`config.mk`:
```
export PLATFORM = sky130hd
export DESIGN_NAME = note_event_merger_flat
export DESIGN_NICKNAME = d
export VERILOG_FILES = /design/src/rtl/note_event_merger_if.sv /design/src/rtl/note_event_merger.sv /design/src/flat_wrapper.sv
export SDC_FILE = /design/constraint.sdc
export NUM_CORES = 1
export LEC_CHECK = 0
export ABC_CLOCK_PERIOD_IN_PS = 3010
export CORE_MARGIN = 5
export CORE_UTILIZATION = 50
export DETAILED_ROUTE_END_ITERATION = 8
export PLACE_DENSITY = 0.72
export SYNTH_ARGS = -nofsm -noshare
export SYNTH_HDL_FRONTEND = slang
export SYNTH_SLANG_ARGS = --single-unit
```
`constraint.sdc`:
```
create_clock -name clk -period 3.01 [get_ports clk]
set_input_delay 0.602 -clock clk [delete_from_list [all_inputs] [get_ports clk]]
set_output_delay 0.602 -clock clk [all_outputs]
set_load 0.005 [all_outputs]
```
`src/rtl/note_event_merger_if.sv`:
```
`default_nettype none
// +--------------------------------------------------------------------------+
// | Module      : note_event_merger_if                                       |
// | Description : Per-track note event inputs, merged event stream and       |
// |               drop status for the note event merger.                     |
// | Revision    : 1.0 - initial release                                      |
// +--------------------------------------------------------------------------+
interface note_event_merger_if;
  logic       wait_;
  logic       in_valid_0;
  logic       in_valid_1;
  logic       in_valid_2;
  logic       in_on_off_0;
  logic       in_on_off_1;
  logic       in_on_off_2;
  logic [7:0] in_note_0;
  logic [7:0] in_note_1;
  logic [7:0] in_note_2;
  logic       ev_ready;
  logic       ev_valid;
  logic [1:0] ev_track;
  logic       ev_on_off;
  logic [7:0] ev_note;
  logic [2:0] overflow;
  logic [7:0] drop_count;

  // Merger side: consumes track events and the ready, produces the stream.
  modport slave (
    input  wait_, in_valid_0, in_valid_1, in_valid_2,
    input  in_on_off_0, in_on_off_1, in_on_off_2,
    input  in_note_0, in_note_1, in_note_2, ev_ready,
    output ev_valid, ev_track, ev_on_off, ev_note, overflow, drop_count
  );

  // Environment side: note monitors plus the voice/lane consumer.
  modport master (
    output wait_, in_valid_0, in_valid_1, in_valid_2,
    output in_on_off_0, in_on_off_1, in_on_off_2,
    output in_note_0, in_note_1, in_note_2, ev_ready,
    input  ev_valid, ev_track, ev_on_off, ev_note, overflow, drop_count
  );
endinterface
`default_nettype wire

```
`src/rtl/note_event_merger.sv`:
```
`default_nettype none
// +--------------------------------------------------------------------------+
// | Module      : note_event_merger                                          |
// | Description : Buffers three tracks of note events in per-track FIFOs and |
// |               merges them round-robin into one registered valid/ready    |
// |               stream, flagging and counting dropped events.              |
// | Revision    : 1.0 - initial release                                      |
// +--------------------------------------------------------------------------+
module note_event_merger #(
  parameter int DEPTH = 4,
  parameter int AW    = 2
) (
  input  wire logic           clk,
  input  wire logic           rst,
  note_event_merger_if.slave  bus
);

  localparam int            NTRK     = 3;
  localparam logic [AW:0]   CNT_FULL = (AW+1)'(DEPTH);

  // FIFO storage and bookkeeping, one set per track
  logic [8:0]    mem_q [NTRK][DEPTH];
  logic [AW-1:0] rd_q  [NTRK];
  logic [AW-1:0] wr_q  [NTRK];
  logic [AW:0]   cnt_q [NTRK];
  logic [AW:0]   cnt_d [NTRK];

  // Output register, arbitration history and drop status
  logic       ev_valid_q;
  logic [1:0] ev_track_q;
  logic       ev_on_off_q;
  logic [7:0] ev_note_q;
  logic [1:0] last_q;
  logic [2:0] overflow_q;
  logic [7:0] drop_count_q;
  logic [7:0] drop_count_d;

  logic [8:0] w_in_data [NTRK];
  logic [2:0] w_in_valid;
  logic [2:0] w_push;
  logic [2:0] w_accept;
  logic [2:0] w_drop;
  logic [2:0] w_pop;
  logic [2:0] w_nonempty;
  logic       w_load;
  logic       w_any;
  logic [1:0] w_sel;
  logic [8:0] w_head;

  function automatic logic [1:0] next_trk(input logic [1:0] t);
    return (t == 2'd2) ? 2'd0 : t + 2'd1;
  endfunction

  // Gather track inputs into indexable form
  always_comb begin
    w_in_valid   = {bus.in_valid_2, bus.in_valid_1, bus.in_valid_0};
    w_in_data[0] = {bus.in_on_off_0, bus.in_note_0};
    w_in_data[1] = {bus.in_on_off_1, bus.in_note_1};
    w_in_data[2] = {bus.in_on_off_2, bus.in_note_2};
  end

  // Round-robin pick among tracks holding data before this edge's pushes
  always_comb begin
    logic [1:0] s0, s1, s2;
    for (int k = 0; k < NTRK; k++) w_nonempty[k] = (cnt_q[k] != '0);
    s0     = next_trk(last_q);
    s1     = next_trk(s0);
    s2     = next_trk(s1);
    w_any  = |w_nonempty;
    w_load = !ev_valid_q || bus.ev_ready;
    if (w_nonempty[s0])      w_sel = s0;
    else if (w_nonempty[s1]) w_sel = s1;
    else                     w_sel = s2;
    case (w_sel)
      2'd0:    w_head = mem_q[0][rd_q[0]];
      2'd1:    w_head = mem_q[1][rd_q[1]];
      default: w_head = mem_q[2][rd_q[2]];
    endcase
  end

  // Per-track push/pop/drop decisions and next occupancy
  always_comb begin
    for (int k = 0; k < NTRK; k++) begin
      w_pop[k]    = !bus.wait_ && w_load && w_any && (w_sel == 2'(k));
      w_push[k]   = !bus.wait_ && w_in_valid[k];
      w_drop[k]   = w_push[k] && (cnt_q[k] == CNT_FULL) && !w_pop[k];
      w_accept[k] = w_push[k] && !w_drop[k];
      cnt_d[k]    = cnt_q[k];
      if (w_accept[k] && !w_pop[k])      cnt_d[k] = cnt_q[k] + 1'b1;
      else if (!w_accept[k] && w_pop[k]) cnt_d[k] = cnt_q[k] - 1'b1;
    end
  end

  // Saturating accumulation of this cycle's drops
  always_comb begin
    logic [1:0] ndrop;
    logic [8:0] sum;
    ndrop = {1'b0, w_drop[0]} + {1'b0, w_drop[1]} + {1'b0, w_drop[2]};
    sum   = {1'b0, drop_count_q} + {7'b0, ndrop};
    drop_count_d = sum[8] ? 8'hFF : sum[7:0];
  end

  // FIFO storage writes; contents need no reset as counts gate every read
  always_ff @(posedge clk) begin
    for (int k = 0; k < NTRK; k++) begin
      if (w_accept[k]) mem_q[k][wr_q[k]] <= w_in_data[k];
    end
  end

  // FIFO pointers and counts; a flush empties every track at once
  always_ff @(posedge clk or negedge rst) begin
    if (!rst) begin
      for (int k = 0; k < NTRK; k++) begin
        rd_q[k]  <= '0;
        wr_q[k]  <= '0;
        cnt_q[k] <= '0;
      end
    end else if (bus.wait_) begin
      for (int k = 0; k < NTRK; k++) begin
        rd_q[k]  <= '0;
        wr_q[k]  <= '0;
        cnt_q[k] <= '0;
      end
    end else begin
      for (int k = 0; k < NTRK; k++) begin
        if (w_accept[k]) wr_q[k] <= wr_q[k] + 1'b1;
        if (w_pop[k])    rd_q[k] <= rd_q[k] + 1'b1;
        cnt_q[k] <= cnt_d[k];
      end
    end
  end

  // Output event register and grant history; payload holds when idle
  always_ff @(posedge clk or negedge rst) begin
    if (!rst) begin
      ev_valid_q  <= 1'b0;
      ev_track_q  <= 2'd0;
      ev_on_off_q <= 1'b0;
      ev_note_q   <= 8'd0;
      last_q      <= 2'd2;
    end else if (bus.wait_) begin
      ev_valid_q  <= 1'b0;
      last_q      <= 2'd2;
    end else if (w_load) begin
      ev_valid_q <= w_any;
      if (w_any) begin
        ev_track_q  <= w_sel;
        ev_on_off_q <= w_head[8];
        ev_note_q   <= w_head[7:0];
        last_q      <= w_sel;
      end
    end
  end

  // Sticky drop flags and count survive a flush; only reset clears them
  always_ff @(posedge clk or negedge rst) begin
    if (!rst) begin
      overflow_q   <= 3'b000;
      drop_count_q <= 8'd0;
    end else begin
      overflow_q   <= overflow_q | w_drop;
      drop_count_q <= drop_count_d;
    end
  end

  assign bus.ev_valid   = ev_valid_q;
  assign bus.ev_track   = ev_track_q;
  assign bus.ev_on_off  = ev_on_off_q;
  assign bus.ev_note    = ev_note_q;
  assign bus.overflow   = overflow_q;
  assign bus.drop_count = drop_count_q;

endmodule
`default_nettype wire

```
`src/flat_wrapper.sv`:
```
// flat-port wrapper written by rule: the top's interface ports become plain ports
module note_event_merger_flat 
#(
  parameter int DEPTH = 4,
  parameter int AW    = 2
)
  (clk, rst, bus_wait_, bus_in_valid_0, bus_in_valid_1, bus_in_valid_2, bus_in_on_off_0, bus_in_on_off_1, bus_in_on_off_2, bus_in_note_0, bus_in_note_1, bus_in_note_2, bus_ev_ready, bus_ev_valid, bus_ev_track, bus_ev_on_off, bus_ev_note, bus_overflow, bus_drop_count);
  note_event_merger_if bus_i ();
  input  wire logic clk;
  input  wire logic rst;
  input wire logic [$bits(bus_i.wait_)-1:0] bus_wait_;
  input wire logic [$bits(bus_i.in_valid_0)-1:0] bus_in_valid_0;
  input wire logic [$bits(bus_i.in_valid_1)-1:0] bus_in_valid_1;
  input wire logic [$bits(bus_i.in_valid_2)-1:0] bus_in_valid_2;
  input wire logic [$bits(bus_i.in_on_off_0)-1:0] bus_in_on_off_0;
  input wire logic [$bits(bus_i.in_on_off_1)-1:0] bus_in_on_off_1;
  input wire logic [$bits(bus_i.in_on_off_2)-1:0] bus_in_on_off_2;
  input wire logic [$bits(bus_i.in_note_0)-1:0] bus_in_note_0;
  input wire logic [$bits(bus_i.in_note_1)-1:0] bus_in_note_1;
  input wire logic [$bits(bus_i.in_note_2)-1:0] bus_in_note_2;
  input wire logic [$bits(bus_i.ev_ready)-1:0] bus_ev_ready;
  output wire logic [$bits(bus_i.ev_valid)-1:0] bus_ev_valid;
  output wire logic [$bits(bus_i.ev_track)-1:0] bus_ev_track;
  output wire logic [$bits(bus_i.ev_on_off)-1:0] bus_ev_on_off;
  output wire logic [$bits(bus_i.ev_note)-1:0] bus_ev_note;
  output wire logic [$bits(bus_i.overflow)-1:0] bus_overflow;
  output wire logic [$bits(bus_i.drop_count)-1:0] bus_drop_count;
  assign bus_i.wait_ = bus_wait_;
  assign bus_i.in_valid_0 = bus_in_valid_0;
  assign bus_i.in_valid_1 = bus_in_valid_1;
  assign bus_i.in_valid_2 = bus_in_valid_2;
  assign bus_i.in_on_off_0 = bus_in_on_off_0;
  assign bus_i.in_on_off_1 = bus_in_on_off_1;
  assign bus_i.in_on_off_2 = bus_in_on_off_2;
  assign bus_i.in_note_0 = bus_in_note_0;
  assign bus_i.in_note_1 = bus_in_note_1;
  assign bus_i.in_note_2 = bus_in_note_2;
  assign bus_i.ev_ready = bus_ev_ready;
  assign bus_ev_valid = bus_i.ev_valid;
  assign bus_ev_track = bus_i.ev_track;
  assign bus_ev_on_off = bus_i.ev_on_off;
  assign bus_ev_note = bus_i.ev_note;
  assign bus_overflow = bus_i.overflow;
  assign bus_drop_count = bus_i.drop_count;
  note_event_merger #(.DEPTH(DEPTH), .AW(AW)) u_core (.clk(clk), .rst(rst), .bus(bus_i));
endmodule
```
==> results of run 1 <==
logic make-up (layout without fill, tap and decap cells):
| kind of cell | after synthesis | count (layout) | share of synthesized area |
|---|---|---|---|
| and+or+nand+nor | 125 | 125 | 0.101 |
| xor gates and xnor gates | 12 | 12 | 0.0152 |
| AOI/OAI and AO/OA | 69 | 69 | 0.0776 |
| adders and majority gates | 19 | 19 | 0.0397 |
| muxes | 38 | 38 | 0.104 |
| buffers and inverters | 45 | 164 | 0.0276 |
| DFF | 154 | 154 | 0.634 |
worst max-delay path, cell delays in order (launching register included):
cell	delay, ns
dfrtp_2	0.43
or3_4	0.38
a211o_4	0.36
nor2_8	0.09
nor2_2	0.05
nand2_1	0.08
fa_1	0.42
inv_1	0.08
ha_2	0.19
fa_2	0.21
and3_4	0.22
nand3_2	0.09
nor3_2	0.12
a21oi_1	0.06
metal layers:
metal | share of wire | wire [um]
met1 | 0.43 | 5860
met2 | 0.51 | 6950
met3 | 0.057 | 780
met4 | 0.013 | 178
met5 | 0 | 0
area by class of cell:
| type | instances | area [um^2] |
|---|---|---|
| Clock buffer | 25 | 485 |
| Clock inverter | 7 | 138 |
| Fill cell | 974 | 4930 |
| Inverter | 24 | 90.1 |
| Multi-Input combinational cell | 263 | 2410 |
| Sequential cell | 154 | 4400 |
| Tap cell | 180 | 225 |
| Timing Repair Buffer | 108 | 1040 |
worst max path at each step:
stage,cells after the start,slack (ns),from,to
3_5_place_dp,13,-0.46,bus_ev_ready,u_core.bus.drop_count[1]
5_1_grt,13,-0.04,u_core.cnt_q[4],u_core.bus.drop_count[6]
3_3_place_gp,13,-0.40,bus_ev_ready,u_core.bus.drop_count[0]
2_1_floorplan,14,-0.03,u_core.cnt_q[3],u_core.bus.drop_count[6]
6_report,13,0.12,u_core.cnt_q[4],u_core.bus.drop_count[6]
4_1_cts,13,0.02,u_core.cnt_q[4],u_core.bus.drop_count[6]
where the power goes:
group | internal (uW) | switching (uW)
Sequential | 2610 | 311
Clock | 1450 | 773
Combinational | 1420 | 1350
Total | 5480 | 2440
state kept, by name, indices dropped and copies added (netlist names), 3 cells and up:
| name | count |
|---|---|
| u_core.bus.overflow | 3 |
| u_core.wr_q | 6 |
| u_core.mem_q | 108 |
| u_core.bus.ev_note | 8 |
| u_core.rd_q | 6 |
| u_core.bus.drop_count | 8 |
| u_core.cnt_q | 9 |
synthesized netlist by cell type (4+ instances only):
cell type / n
buf_1: 5
mux2i_1: 7
nand2b_1: 13
a211oi_1: 7
edfxtp_1: 108
buf_2: 6
fa_1: 5
clkbuf_1: 7
nor2b_1: 4
nor3_2: 4
and2_1: 13
a31oi_1: 11
mux2_2: 4
o21ai_0: 6
and3_1: 5
nand3_1: 5
a21oi_1: 10
mux4_2: 27
nor3_1: 8
xnor2_1: 10
inv_1: 24
a22oi_1: 9
nand2_1: 19
dfrtp_1: 45
ha_1: 14
nor2_1: 33
metrics by stage:
step	TNS (ns)	hold slack [ns]	instance area [um^2]
final	0	0.367	8790
after global routing	-0.0502	0.459	8790
after CTS	0	0.415	8710
after detailed placement	-3.91	0.445	8080
after global placement	-3.49	0.456	8080
after floorplan	-0.0310	0.306	6940
what timing repair did:
action,in CTS,in global routing
resized for setup,4,10
pin swaps,0,0
setup buffers,0,5
setup endpoints to repair,6,8
==> impl_metrics.env, run 1 <==
export IMPL_status="finished clean"
export IMPL_drive_gt1_frac=0.253
export IMPL_grt_busiest_layer="met2"
export IMPL_nets=621
export IMPL_syn_area_mm2=0.00693
export IMPL_synth_seq_area_share=0.634
export IMPL_cap_violations=0
export IMPL_min_period_ns=2.89
export IMPL_floorplan_rows=43
export IMPL_grt_usage=0.179
export IMPL_portBuffers=56
export IMPL_drt_pass1_iter_count=5
export IMPL_clk_path_buf_depth=2
export IMPL_grt_pass1_vias=4387
export IMPL_routabilityCongestion=0.800
export IMPL_fp_dieArea_mm2=0.0163
export IMPL_instances_no_fill=761
export IMPL_yosysWarnings=0
export IMPL_cts_root_buf="clkbuf_16"
export IMPL_yosysTopAreaCell="edfxtp_1"
export IMPL_maxSlewViolCount=0
export IMPL_wl_per_cell_um=18.1
export IMPL_tritoncts="yes"
export IMPL_grt_antenna_before_repair=0
export IMPL_diodes=0
export IMPL_synth_area_per_cell_um2=15.0
export IMPL_place_hpwl_mm=9.63
export IMPL_grt_max_degree=47
export IMPL_die_w_um=128
export IMPL_final_common_cell="edfxtp_1"
export IMPL_drt_initial_drc_count=326
export IMPL_grt_overflow=0
export IMPL_grt_pass1_wl_mm=22.4
export IMPL_start_kind="flop"
export IMPL_start_util=0.505
export IMPL_final_hold_viol_count=0
export IMPL_synth_seq_cells=154
export IMPL_hold_class="in2async"
export IMPL_relSlewSlack=0.301
export IMPL_area_growth_pct=26.8
export IMPL_synthCells=462
export IMPL_rsz0062_at_grt="yes"
export IMPL_drc_errors=0
export IMPL_finalCritPeriodShare=0.961
export IMPL_netlist_area_leader_share=0.468
export IMPL_r2r_end="u_core.bus.drop_count[6]"
export IMPL_grtUsageMet2=0.290
export IMPL_reg2regPathDepth=13
export IMPL_die_h_um=128
export IMPL_finalSetupViolCount=0
export IMPL_most_common_layout_cells="edfxtp_1 (108), clkdlybuf4s50_1 (53), buf_4 (44), dfrtp_1 (43), nor2_1 (32)"
export IMPL_worstReg2RegStart="u_core.cnt_q[4]"
export IMPL_htreeDepth=4
export IMPL_crit_arrival_ns=3.20
export IMPL_drt_wl_total_mm=13.8
export IMPL_reg2reg_slack_ns=0.12
export IMPL_power_density_mw_per_mm2=901
export IMPL_via_per_inst=5.45
export IMPL_ctsHoldBuffers=0
export IMPL_finalWorstSetupSlack_ns=0.118
export IMPL_worst_skew_pair_late_latency_ns=0.42
export IMPL_total_power_uw=7910
export IMPL_critPathKind="reg2reg"
export IMPL_synth_edf_count=108
export IMPL_vias=4146
export IMPL_synthArstFlopShare=0.299
export IMPL_peakVddDrop_mv=0.403
export IMPL_gr_usage_met3=0.0471
export IMPL_worst_setup_hold_path_clk_slew_ns=0.06
export IMPL_pre_cts_slack_ns=-0.457
export IMPL_fmax_mhz=346
export IMPL_dp_cells=724
export IMPL_syn_nets=515
export IMPL_p_leak_uw=0.00326
export IMPL_crit_path_max_fanout=5
export IMPL_ioPinCount=57
export IMPL_final_core_utilization=0.640
export IMPL_synth_cell_types=65
export IMPL_ys_flop_type="edfxtp_1"
export IMPL_grt_util_met1=0.237
export IMPL_end_kind="flop"
export IMPL_tightest_slew_ns=1.05
export IMPL_yosys_top_cells_area="edfxtp_1 (47%), dfrtp_1 (16%), mux4_2 (8.8%)"
export IMPL_cts_sink_count=154
export IMPL_required_ns=3.32
export IMPL_ant_nets=0
export IMPL_core_mm2=0.0137
export IMPL_fin_worst_skew_ns=0.00459
export IMPL_cts_buffers=17
No activity file was read; power rests on OpenSTA's default activity.
==> run 2, diff against run 1 <==
--- a/config.mk
+++ b/config.mk
@@ -6,7 +6,6 @@
 export NUM_CORES = 1
 export LEC_CHECK = 0
 export ABC_CLOCK_PERIOD_IN_PS = 3010
-export CORE_MARGIN = 5
 export CORE_UTILIZATION = 50
 export DETAILED_ROUTE_END_ITERATION = 8
 export PLACE_DENSITY = 0.72
==> impl_metrics.env, run 2 (synthesis gave the netlist of run 1 again) <==
export IMPL_vias=4152
export IMPL_required_ns=3.33
export IMPL_tightest_slew_ns=1.03
export IMPL_fp_dieArea_mm2=0.0143
export IMPL_ctsHoldBuffers=0
export IMPL_drive_gt1_frac=0.260
export IMPL_die_w_um=120
export IMPL_final_common_cell="edfxtp_1"
export IMPL_instances_no_fill=754
export IMPL_pre_cts_slack_ns=-0.480
export IMPL_slowest_delay_ns=0.42
export IMPL_fin_worst_skew_ns=0.0105
export IMPL_end_kind="flop"
export IMPL_worst_skew_pair_late_latency_ns=0.42
export IMPL_finalWorstSetupSlack_ns=0.135
export IMPL_grt_max_degree=47
export IMPL_critical_path_buf_inv_count=1
export IMPL_finalSetupViolCount=0
export IMPL_start_kind="flop"
export IMPL_worstPathCellList="or3_4, a211o_4, nor2_8, nor2_2, nand2_2, fa_1, inv_1, ha_2, a21oi_1, nor2b_1, and3_4, a31oi_1, a41oi_1"
export IMPL_grt_busiest_layer="met2"
export IMPL_dp_cells=721
export IMPL_drt_pass1_iter_count=4
export IMPL_peakVddDrop_mv=0.463
export IMPL_drt_wl_total_mm=13.8
export IMPL_start_util=0.517
export IMPL_min_period_ns=2.87
export IMPL_critPathTopFamily="simple AND/OR/NAND/NOR gates"
export IMPL_largest_register_ffs=108
export IMPL_drc_errors=0
export IMPL_holdWs_ns=0.365
export IMPL_place_hpwl_mm=9.80
export IMPL_rsz0062_at_grt="yes"
export IMPL_finalCritPeriodShare=0.955
export IMPL_p_leak_uw=0.00322
export IMPL_cts_root_buf="clkbuf_16"
export IMPL_tritoncts="yes"
export IMPL_hold_class="in2async"
export IMPL_grt_pass1_vias=4297
export IMPL_reg2reg_slack_ns=0.14
export IMPL_cts_sink_count=154
export IMPL_worst_setup_hold_path_clk_slew_ns=0.06
export IMPL_final_hold_viol_count=0
export IMPL_grt_usage=0.208
export IMPL_diodes=0
export IMPL_die_h_um=120
export IMPL_grt_antenna_before_repair=0
export IMPL_grt_pass1_wl_mm=22.1
export IMPL_crit_path_max_fanout=3
export IMPL_relSlewSlack=0.312
export IMPL_wl_per_cell_um=18.4
export IMPL_floorplan_rows=42
export IMPL_fillers=962
export IMPL_status="finished clean"
export IMPL_slowest_stage="dfrtp_1"
export IMPL_portBuffers=56
export IMPL_ioPinCount=57
export IMPL_most_common_layout_cells="edfxtp_1 (108), clkdlybuf4s50_1 (53), buf_4 (44), dfrtp_1 (44), nor2_1 (32)"
export IMPL_final_core_utilization=0.650
export IMPL_gr_usage_met3=0.0566
export IMPL_total_power_uw=7750
export IMPL_area_growth_pct=25.6
export IMPL_via_per_inst=5.51
export IMPL_cap_violations=0
export IMPL_critPathKind="reg2reg"
export IMPL_nets=618
export IMPL_fmax_mhz=348
export IMPL_grtUsageMet2=0.336
export IMPL_cts_buffers=17
export IMPL_core_mm2=0.0134
export IMPL_ant_nets=0
export IMPL_maxSlewViolCount=0
export IMPL_power_density_mw_per_mm2=890
export IMPL_drt_initial_drc_count=300
export IMPL_routabilityCongestion=0.802
export IMPL_crit_arrival_ns=3.20
export IMPL_grt_util_met1=0.276
export IMPL_htreeDepth=4
export IMPL_clk_path_buf_depth=2
export IMPL_grt_overflow=0
[run 2: cell types whose count changed in the layout (fill, tap and decap cells not counted), sizes merged]
cell	delta
clkbuf	-8
clkinv	+1
inv	+5
dlymetal6s2s	+1
dlygate4sd2	-1
buf	-3
bufinv	-2
clkinvlp	+4
[run 2: power by group]
part | leakage, uW | switching (uW) | internal (uW)
registers | 0.00156 | 345 | 2600
clock network | 0.000276 | 882 | 1240
logic | 0.00139 | 1300 | 1380
[run 2: repair_timing]
| action | CTS | global route |
|---|---|---|
| pin swaps | 0 | 2 |
| resized for setup | 3 | 13 |
| setup buffers | 0 | 1 |
| setup endpoints to repair | 6 | 8 |
[run 2: worst paths after layout]
check,start,end,depth (start not counted)
max,u_core.cnt_q[4],u_core.bus.drop_count[7],13
min,rst,u_core.bus.drop_count[0],1
max reg2reg,u_core.cnt_q[4],u_core.bus.drop_count[7],13
min reg2reg,u_core.bus.overflow[0],u_core.bus.overflow[0],1
max in group asynchronous,rst,u_core.cnt_q[5],1
min in group clk,u_core.bus.overflow[0],u_core.bus.overflow[0],1
[run 2: area by class of cell]
class / instances / area, um^2 / share of cell area
flip-flops and latches: 154 / 4400 / 0.505
inverters: 24 / 90.1 / 0.0103
clock inverters: 15 / 165 / 0.0190
repair buffers: 105 / 987 / 0.113
multi-input cells: 263 / 2420 / 0.278
well taps: 176 / 220 / 0.0253
clock buffers: 17 / 425 / 0.0489
[run 2: through the flow]
| stage | area, um^2 | TNS, ns |
|---|---|---|
| finish | 8700 | 0 |
| global placement | 8040 | -3.28 |
| CTS | 8640 | 0 |
| detailed placement | 8040 | -4.32 |
| floorplan | 6940 | -0.0310 |
| global route | 8700 | -0.0183 |
[run 2: routing by layer]
metal / share of wire / up-vias
li1: - / 1947
met1: 0.45 / 2114
met2: 0.50 / 83
met3: 0.041 / 8
met4: 0.0088 / 0
met5: 0 / -
==> run 3, diff against run 2 <==
--- a/config.mk
+++ b/config.mk
@@ -6,7 +6,9 @@
 export NUM_CORES = 1
 export LEC_CHECK = 0
 export ABC_CLOCK_PERIOD_IN_PS = 3010
+export CAP_MARGIN = 25
 export CORE_UTILIZATION = 50
+export CTS_CLUSTER_SIZE = 30
 export DETAILED_ROUTE_END_ITERATION = 8
 export PLACE_DENSITY = 0.72
 export SYNTH_ARGS = -nofsm -noshare
==> impl_metrics.env, run 3 (synthesis gave the netlist of run 1 again) <==
export IMPL_reg2reg_slack_ns=0.14
export IMPL_final_common_cell="edfxtp_1"
export IMPL_grt_pass1_vias=4297
export IMPL_cap_violations=0
export IMPL_die_w_um=120
export IMPL_cts_buffers=17
export IMPL_min_period_ns=2.87
export IMPL_wl_per_cell_um=18.4
export IMPL_drt_initial_drc_count=314
export IMPL_p_leak_uw=0.00323
export IMPL_largest_register_ffs=108
export IMPL_core_mm2=0.0134
export IMPL_portBuffers=56
export IMPL_top_layer="met4"
export IMPL_tritoncts="yes"
export IMPL_clk_path_buf_depth=2
export IMPL_cts_root_buf="clkbuf_16"
export IMPL_rsz0062_at_grt="yes"
export IMPL_wl_met3_um=584
export IMPL_cts_sink_count=154
export IMPL_drt_wl_total_mm=13.9
export IMPL_wl_met1_mm=6.26
export IMPL_grt_usage=0.208
export IMPL_relSlewSlack=0.505
export IMPL_finalInstanceArea_mm2=0.00872
export IMPL_crit_cells=13
export IMPL_drt_pass1_iter_count=4
export IMPL_fin_worst_skew_ns=0.0121
export IMPL_area_growth_pct=25.9
export IMPL_power_density_mw_per_mm2=889
export IMPL_critical_path_buf_inv_count=1
export IMPL_vias=4171
export IMPL_routabilityCongestion=0.802
export IMPL_fillers=960
export IMPL_cp_endpoint="u_core.bus.drop_count[7]"
export IMPL_tightest_slew_ns=0.740
export IMPL_critPathTopFamily="simple AND/OR/NAND/NOR gates"
export IMPL_grt_antenna_before_repair=0
export IMPL_worstReg2RegStart="u_core.cnt_q[4]"
export IMPL_worst_skew_pair_late_latency_ns=0.43
export IMPL_holdWs_ns=0.0586
export IMPL_peakVddDrop_mv=0.462
export IMPL_fp_dieArea_mm2=0.0143
export IMPL_worstPathCellList="or3_4, a211o_4, nor2_8, nor2_2, nand2_2, fa_1, inv_1, ha_2, a21oi_1, nor2b_1, and3_4, a31oi_1, a41oi_1"
export IMPL_htreeDepth=4
export IMPL_drive_gt1_frac=0.261
export IMPL_crit_path_max_fanout=3
export IMPL_r2r_end="u_core.bus.drop_count[7]"
export IMPL_worst_setup_hold_path_clk_slew_ns=0.06
export IMPL_grt_max_degree=47
export IMPL_placed_cell_area_mm2=0.00804
export IMPL_ctsHoldBuffers=0
export IMPL_hold_class="in2async"
export IMPL_place_hpwl_mm=9.80
export IMPL_diodes=0
export IMPL_ant_nets=0
export IMPL_slowest_delay_ns=0.42
export IMPL_start_util=0.517
export IMPL_status="finished clean"
export IMPL_floorplan_rows=42
export IMPL_crit_arrival_ns=3.20
export IMPL_die_h_um=120
export IMPL_most_common_layout_cells="edfxtp_1 (108), clkdlybuf4s50_1 (53), buf_4 (44), dfrtp_1 (44), nor2_1 (32)"
export IMPL_finalSetupViolCount=0
export IMPL_start_kind="flop"
export IMPL_nets=619
export IMPL_slowest_stage="dfrtp_1"
export IMPL_fmax_mhz=348
export IMPL_maxSlewViolCount=0
export IMPL_reg2regPathDepth=13
export IMPL_required_ns=3.33
export IMPL_critPathKind="reg2reg"
export IMPL_crit_start="u_core.cnt_q[4]"
export IMPL_drc_errors=0
export IMPL_ioPinCount=57
export IMPL_grt_pass1_wl_mm=22.1
export IMPL_grt_overflow=0
export IMPL_finalCritPeriodShare=0.955
export IMPL_final_hold_viol_count=0
export IMPL_via_per_inst=5.52
export IMPL_dr_wl_met2_mm=6.90
export IMPL_end_kind="flop"
## run 3: timing repair
action,CTS,global route
endpoints found under the hold margin,0,0
setup buffers,0,1
pin swaps,0,2
gates resized for setup,3,13
setup endpoints to repair,6,8
## run 3: final cells by class
type | instances | area [um^2] | share of cell area
clock buffer | 17 | 425 | 0.0488
clock inverter | 15 | 165 | 0.0189
inverter | 24 | 90.1 | 0.0103
multi-input combinational | 263 | 2420 | 0.277
sequential | 154 | 4400 | 0.504
tap | 176 | 220 | 0.0252
timing repair buffer | 106 | 1010 | 0.115
## run 3: worst min path at each step
stage,slack [ns],from,end,cells past startpoint
6_report,0.06,rst,u_core.bus.drop_count[0],1
5_1_grt,0.06,rst,u_core.bus.drop_count[7],1
4_1_cts,0.40,rst,u_core.bus.drop_count[0],1
3_5_place_dp,0.45,u_core.bus.overflow[0],u_core.bus.overflow[0],1
3_3_place_gp,0.45,u_core.bus.overflow[0],u_core.bus.overflow[0],1
2_1_floorplan,0.31,rst,u_core.bus.drop_count[0],0
## run 3: worst reg2reg max path: stages, from the launching register on
cell	delay [ns]
dfrtp_1	0.42
or3_4	0.40
a211o_4	0.36
nor2_8	0.09
nor2_2	0.05
nand2_2	0.07
fa_1	0.39
inv_1	0.07
ha_2	0.19
a21oi_1	0.07
nor2b_1	0.15
and3_4	0.22
a31oi_1	0.09
a41oi_1	0.21
## run 3: layer usage
| metal | vias up | GRT usage |
|---|---|---|
| li1 | 1953 | - |
| met1 | 2130 | 0.276 |
| met2 | 80 | 0.336 |
| met3 | 8 | 0.0566 |
| met4 | 0 | 0.0648 |
| met5 | - | 0 |
## run 3: power by group
group | switching (uW) | internal [uW]
clock network | 884 | 1240
registers | 346 | 2600
logic | 1300 | 1390
## run 3: per-stage QoR
stage	std cells	setup WS, ns	TNS [ns]	power [uW]	util
6_report	755	0.136	0	7750	0.651
2_1_floorplan	462	-0.0310	-0.0310	4560	-
3_3_place_gp	721	-0.377	-3.28	5520	0.600
3_5_place_dp	721	-0.480	-4.32	5620	0.600
5_1_grt	755	-0.0183	-0.0183	8150	0.651
4_1_cts	753	0.0458	0	7750	0.645
